**src/rtl/dffram_arbiter.sv**
```systemverilog
// -----------------------------------------------------------------------------
// dffram_arbiter
//
// Shares the single-port 256x32 management DFFRAM between the management
// core's DFF port (read/write) and the housekeeping read-only port. The core
// has priority. A starvation counter makes sure that a pending housekeeping
// read wins after at most MAX_CORE_BURST consecutive core grants.
//
// Ports:
//   core_clk, core_rstn        clock and asynchronous active-low reset
//   core_en/we/addr/wdata      core request. A stalled core holds its request.
//   core_stall                 core request not taken this cycle
//   core_rvalid, core_rdata    core read return, one cycle after the grant
//   hk_req, hk_addr            housekeeping level read request, held until ack
//   hk_ack, hk_rdata           one-cycle ack. The data stays valid until the next ack.
//   ram_en/we/a/di, ram_do     DFFRAM port. Do is valid the cycle after a read.
// -----------------------------------------------------------------------------
module dffram_arbiter #(
    parameter int AW             = 8,
    parameter int DW             = 32,
    parameter int MAX_CORE_BURST = 4
) (
    input  logic          core_clk,
    input  logic          core_rstn,
    input  logic          core_en,
    input  logic [3:0]    core_we,
    input  logic [AW-1:0] core_addr,
    input  logic [DW-1:0] core_wdata,
    output logic          core_stall,
    output logic          core_rvalid,
    output logic [DW-1:0] core_rdata,
    input  logic          hk_req,
    input  logic [AW-1:0] hk_addr,
    output logic          hk_ack,
    output logic [DW-1:0] hk_rdata,
    output logic          ram_en,
    output logic [3:0]    ram_we,
    output logic [AW-1:0] ram_a,
    output logic [DW-1:0] ram_di,
    input  logic [DW-1:0] ram_do
);

    typedef enum logic [1:0] {
        OWN_NONE = 2'd0,
        OWN_HK   = 2'd1,
        OWN_CORE = 2'd2
    } owner_t;

    localparam logic [3:0] MAX_CNT = 4'(MAX_CORE_BURST);

    owner_t        rd_owner_q, rd_owner_d;
    logic          hk_busy_q, hk_busy_d;
    logic [3:0]    starve_cnt_q, starve_cnt_d;
    logic [DW-1:0] hk_rdata_q, hk_rdata_d;

    logic hk_ack_int;
    logic hk_elig;
    logic hk_win;
    logic core_win;

    // The ack is decoded straight from the registered read owner. It is
    // therefore a registered pulse that occurs exactly once per housekeeping grant.
    assign hk_ack_int = (rd_owner_q == OWN_HK);

    // A request that is still held in its own ack cycle must not be re-granted.
    assign hk_elig  = hk_req & ~hk_busy_q & ~hk_ack_int;
    assign hk_win   = hk_elig & (~core_en | (starve_cnt_q == MAX_CNT));
    assign core_win = core_en & ~hk_win;

    // The combinational outputs are forced to idle while reset is asserted.
    always_comb begin
        core_stall = 1'b0;
        ram_en     = 1'b0;
        ram_we     = 4'h0;
        ram_a      = '0;
        ram_di     = '0;
        if (core_rstn) begin
            core_stall = core_en & hk_win;
            if (hk_win) begin
                ram_en = 1'b1;
                ram_a  = hk_addr;
            end else if (core_win) begin
                ram_en = 1'b1;
                ram_we = core_we;
                ram_a  = core_addr;
                ram_di = core_wdata;
            end
        end
    end

    // The hk data is shown directly from the RAM in the ack cycle and is held
    // in a register afterwards. The caller sees the new data in the same cycle as the ack.
    assign hk_ack      = hk_ack_int;
    assign hk_rdata    = hk_ack_int ? ram_do : hk_rdata_q;
    assign core_rvalid = (rd_owner_q == OWN_CORE);
    assign core_rdata  = core_rvalid ? ram_do : '0;

    always_comb begin
        rd_owner_d   = OWN_NONE;
        hk_busy_d    = hk_busy_q;
        starve_cnt_d = starve_cnt_q;
        hk_rdata_d   = hk_rdata_q;

        if (hk_win) begin
            rd_owner_d = OWN_HK;
        end else if (core_win && (core_we == 4'h0)) begin
            rd_owner_d = OWN_CORE;
        end

        if (hk_win) begin
            hk_busy_d = 1'b1;
        end else if (hk_ack_int) begin
            hk_busy_d = 1'b0;
        end

        // The count restarts whenever the request is served or withdrawn. It
        // saturates at the burst limit, where hk_win takes over.
        if (hk_win || !hk_elig) begin
            starve_cnt_d = 4'd0;
        end else if (core_win && (starve_cnt_q != MAX_CNT)) begin
            starve_cnt_d = starve_cnt_q + 4'd1;
        end

        if (hk_ack_int) begin
            hk_rdata_d = ram_do;
        end
    end

    always_ff @(posedge core_clk or negedge core_rstn) begin
        if (!core_rstn) begin
            rd_owner_q   <= OWN_NONE;
            hk_busy_q    <= 1'b0;
            starve_cnt_q <= 4'd0;
            hk_rdata_q   <= '0;
        end else begin
            rd_owner_q   <= rd_owner_d;
            hk_busy_q    <= hk_busy_d;
            starve_cnt_q <= starve_cnt_d;
            hk_rdata_q   <= hk_rdata_d;
        end
    end

endmodule

```
**config.mk**
```make
export PLATFORM = sky130hd
export DESIGN_NAME = dffram_arbiter
export DESIGN_NICKNAME = d
export VERILOG_FILES = /design/src/rtl/dffram_arbiter.sv
export SDC_FILE = /design/constraint.sdc
export NUM_CORES = 1
export LEC_CHECK = 0
export ABC_AREA = 1
export BUFFER_PORTS_ARGS = -buffer_cell sky130_fd_sc_hd__buf_2
export CAP_MARGIN = 20
export CORE_MARGIN = 2
export CORE_UTILIZATION = 30
export CTS_CLUSTER_DIAMETER = 80
export DETAILED_ROUTE_END_ITERATION = 7
export PLACE_DENSITY = 0.73
export SLEW_MARGIN = 20
export SYNTH_ARGS = -nofsm -noshare
export SYNTH_HDL_FRONTEND = slang
export SYNTH_SLANG_ARGS = --single-unit
```
**constraint.sdc**
```tcl
create_clock -name core_clk -period 2.94 [get_ports core_clk]
set_input_delay 0.882 -clock core_clk [delete_from_list [all_inputs] [get_ports core_clk]]
set_output_delay 0.882 -clock core_clk [all_outputs]
set_load 0.02 [all_outputs]
```
==> results.md <==
* Max Cap Viol at 0
* CTS tree: built
* Share of post-route cells with drive strength above 1 at 0.5270
* Starting Density at 0.3066
* Peak supply drop at roughly 0.00018 V
* Sequential fraction of the synthesis area at 0.4140
* Sw Ratio at 0.2561
* Total GRT Usage at 0.1592
* RSZ-0062 raised after global routing: false
* YS warnings at 0
* Outcome: complete, no violations
* Netlist cell types at 23
* Flop pwr share at 0.450
* Remaining antenna violation count at 0
* NumNets Final at between 500 and 600
* Post-Syn Instances at ~290
* CTS buffer count at 5
* Setup crit start kind: flop
* Final slew viol count at 0
* Die Footprint at roughly 8600 um^2
* Root buf cell: clkbuf_8
* Reg2reg setup slack at between 1.5 and 2 ns
* Area Growth Syn to Fin at 52.34%
* CP Capture Type: output port
* Rows at 32
* First-pass GRT wire length at 10760 um
* Net count after synthesis at about 380
* Final instance area at approximately 3600 um^2
* Setup bufs post-CTS at 0
* Max Clk Rate at 365.4 MHz
* Final hold viol count at 0
* WS Path Type: reg -> out
* Minimum clock period at ~2.7 ns
* Register bit count reported by yosys at 39
* Least-Margin Pin Slew at 0.9344 ns
* Setup Skew at approximately 0.0084 ns
* Synthesized area at approximately 2400 um^2
* Leakage at around 2.1 nW
* Power Internal at just under 0.9 mW
* CTS clk-pin slew, worst paths at around 0.080 ns
* Largest net degree at the start of global routing at 65
* Die Y at slightly above 90 um
* Clk pwr share at 0.373
* Drt via density at around 4.4
* Final setup viols at 0
* Core ar. at 7687 um^2
* Gp weighted congestion at around 0.77
* Crit-path max FO at 13
* Critical Path Sink: ram_di[6]
* Vias in the first global route at between 2000 and 2500
* Post_cts resized at 0
* Setup TNS at 0 ns
* Slew HR at 0.3764
* CTS HTree Levels at 2
* PwrDens at around 330 nW/um^2
* Ports at 200
* DP Worst Slack at about 0.2 ns
* Reg2reg start: starve_cnt_q[0]
* Gr ovfl total at 0
* DRC Markers at 0
* Antenna fix cells at 0
* Sw Pwr at roughly 0.31 mW
* Via count at ~2600
* Die width at approximately 93 um
* Wire per inst at 12.02 um
* Routed wire length at ~7000 um
* Crit. Startpoint: starve_cnt_q[0]
* Post-DP HPWL at roughly 5900 um
* Hold_buf cts at 0
* Sink Count at 39
* Hold Crit Class: reg -> reg
* PortBufs at about 200
* Avg Inst Size Synth at 8.271 um^2
* DP Area at about 3500 um^2
* Drt first pass iters at 4
* Reg2Reg Depth at 8
* RR Endpoint: rd_owner_q[1]
* WP data arrival at around 1.9 ns
* Min Hold Slack at slightly below 0.5 ns
* Initial antenna violation count at 0
* Clk buf depth at 2
* Gate power share at 0.177
* Clock latency on the worst-skew pair at roughly 0.28 ns
* Iter 0 DRT Violations at between 50 and 60
* Setup ws final at slightly above 0.2 ns
* WP data required at a little over 2 ns
* Tcrit/Tclk final at 0.9308
[how the worst min path moves through the flow]
stage                     cells past startpoint  slack, ns              end             from
after global placement                        1       0.47  starve_cnt_q[0]  starve_cnt_q[0]
after detailed placement                      2       0.48   hk_rdata_q[13]   hk_rdata_q[13]
after CTS                                     2       0.50   hk_rdata_q[13]   hk_rdata_q[13]
final                                         2       0.49   hk_rdata_q[16]   hk_rdata_q[16]
after floorplan                               1       0.45  starve_cnt_q[0]  starve_cnt_q[0]
after global routing                          2       0.52   hk_rdata_q[13]   hk_rdata_q[13]
[Yosys cell counts, drive strengths merged]
master   n  share of area
inv     46          0.074
a21oi    8          0.017
nor2    40          0.068
dfrtp   39           0.41
xnor2    1         0.0037
nor3     4          0.017
nor3b   33           0.16
buf     10          0.034
xor2     1         0.0037
nand2   39          0.068
clkbuf   9          0.014
ha       2          0.011
o21ai   33          0.070
nand3   20          0.045
[cells in the final DEF (no fill, tap or decap)]
master	count
inv_1	44
nor3b_1	7
nand3_2	1
nor3_2	4
xor2_1	1
xnor2_1	1
a21oi_1	8
nor3b_2	26
bufinv_16	1
nand2_2	1
nand2_1	36
nor2_2	1
ha_1	2
inv_6	1
clkinv_4	1
dfrtp_1	39
nand3_1	19
nand2_4	2
inv_4	1
nor2_4	1
buf_2	199
inv_2	1
nor2_1	38
buf_12	3
o21ai_0	33
buf_4	6
clkbuf_8	5
[cells by family after synthesis]
logic type,share of synthesized area
adders and majority gates,0.01061
AOI/OAI and AO/OA,0.08705
buffers and inverters,0.1226
xor gates and xnor gates,0.007432
and+or+nand+nor,0.3583
DFF,0.4140
[state kept, by name, summed over array words and instances, names as in the netlist]
| signal | flops |
|---|---|
| hk_busy_q | 1 |
| hk_rdata_q | 32 |
| rd_owner_q | 2 |
| starve_cnt_q | 4 |
[power groups by stage]
stage	clock network [mW]	logic [mW]	registers (mW)
4_1_cts	0.462	0.214	0.536
3_3_place_gp	0	0.211	0.547
5_1_grt	0.485	0.229	0.536
3_5_place_dp	0	0.212	0.547
2_1_floorplan	0	0.102	0.547
6_report	0.444	0.211	0.536
[metrics by stage]
step	instances	utilization	power (mW)
finish	584	0.4671	1.191
global route	584	0.4671	1.250
CTS	584	0.4671	1.212
detailed placement	576	0.4520	0.7594
global placement	576	0.4520	0.7576
floorplan	285	-	0.6494
[area by class of cell]
class | instances | area (um^2)
inverters | 46 | 175.2
flip-flops and latches | 39 | 975.9
fillers | 748 | 4096
clock buffers | 5 | 68.82
clock inverters | 3 | 47.55
repair buffers | 208 | 1101
well taps | 102 | 127.6
multi-input cells | 181 | 1095
[per-layer routing]
layer | vias to the layer above | track usage | routed length (um) | part of all wire
met5 | - | 0 | 0 | 0
met4 | 0 | 0.04044 | 59 | 0.0084
li1 | 1285 | - | - | -
met2 | 127 | 0.3236 | 3867 | 0.55
met1 | 1161 | 0.1546 | 2515 | 0.36
met3 | 4 | 0.04557 | 576 | 0.082
[worst max-delay path: stages (launching register included)]
cell	delay, ns
dfrtp_1	0.40
inv_1	0.06
ha_1	0.20
nand3_2	0.11
nand2_4	0.10
nand2_4	0.08
inv_4	0.08
buf_12	0.16
nor3b_2	0.18
buf_2	0.20
(Power assumes the default switching activity.)
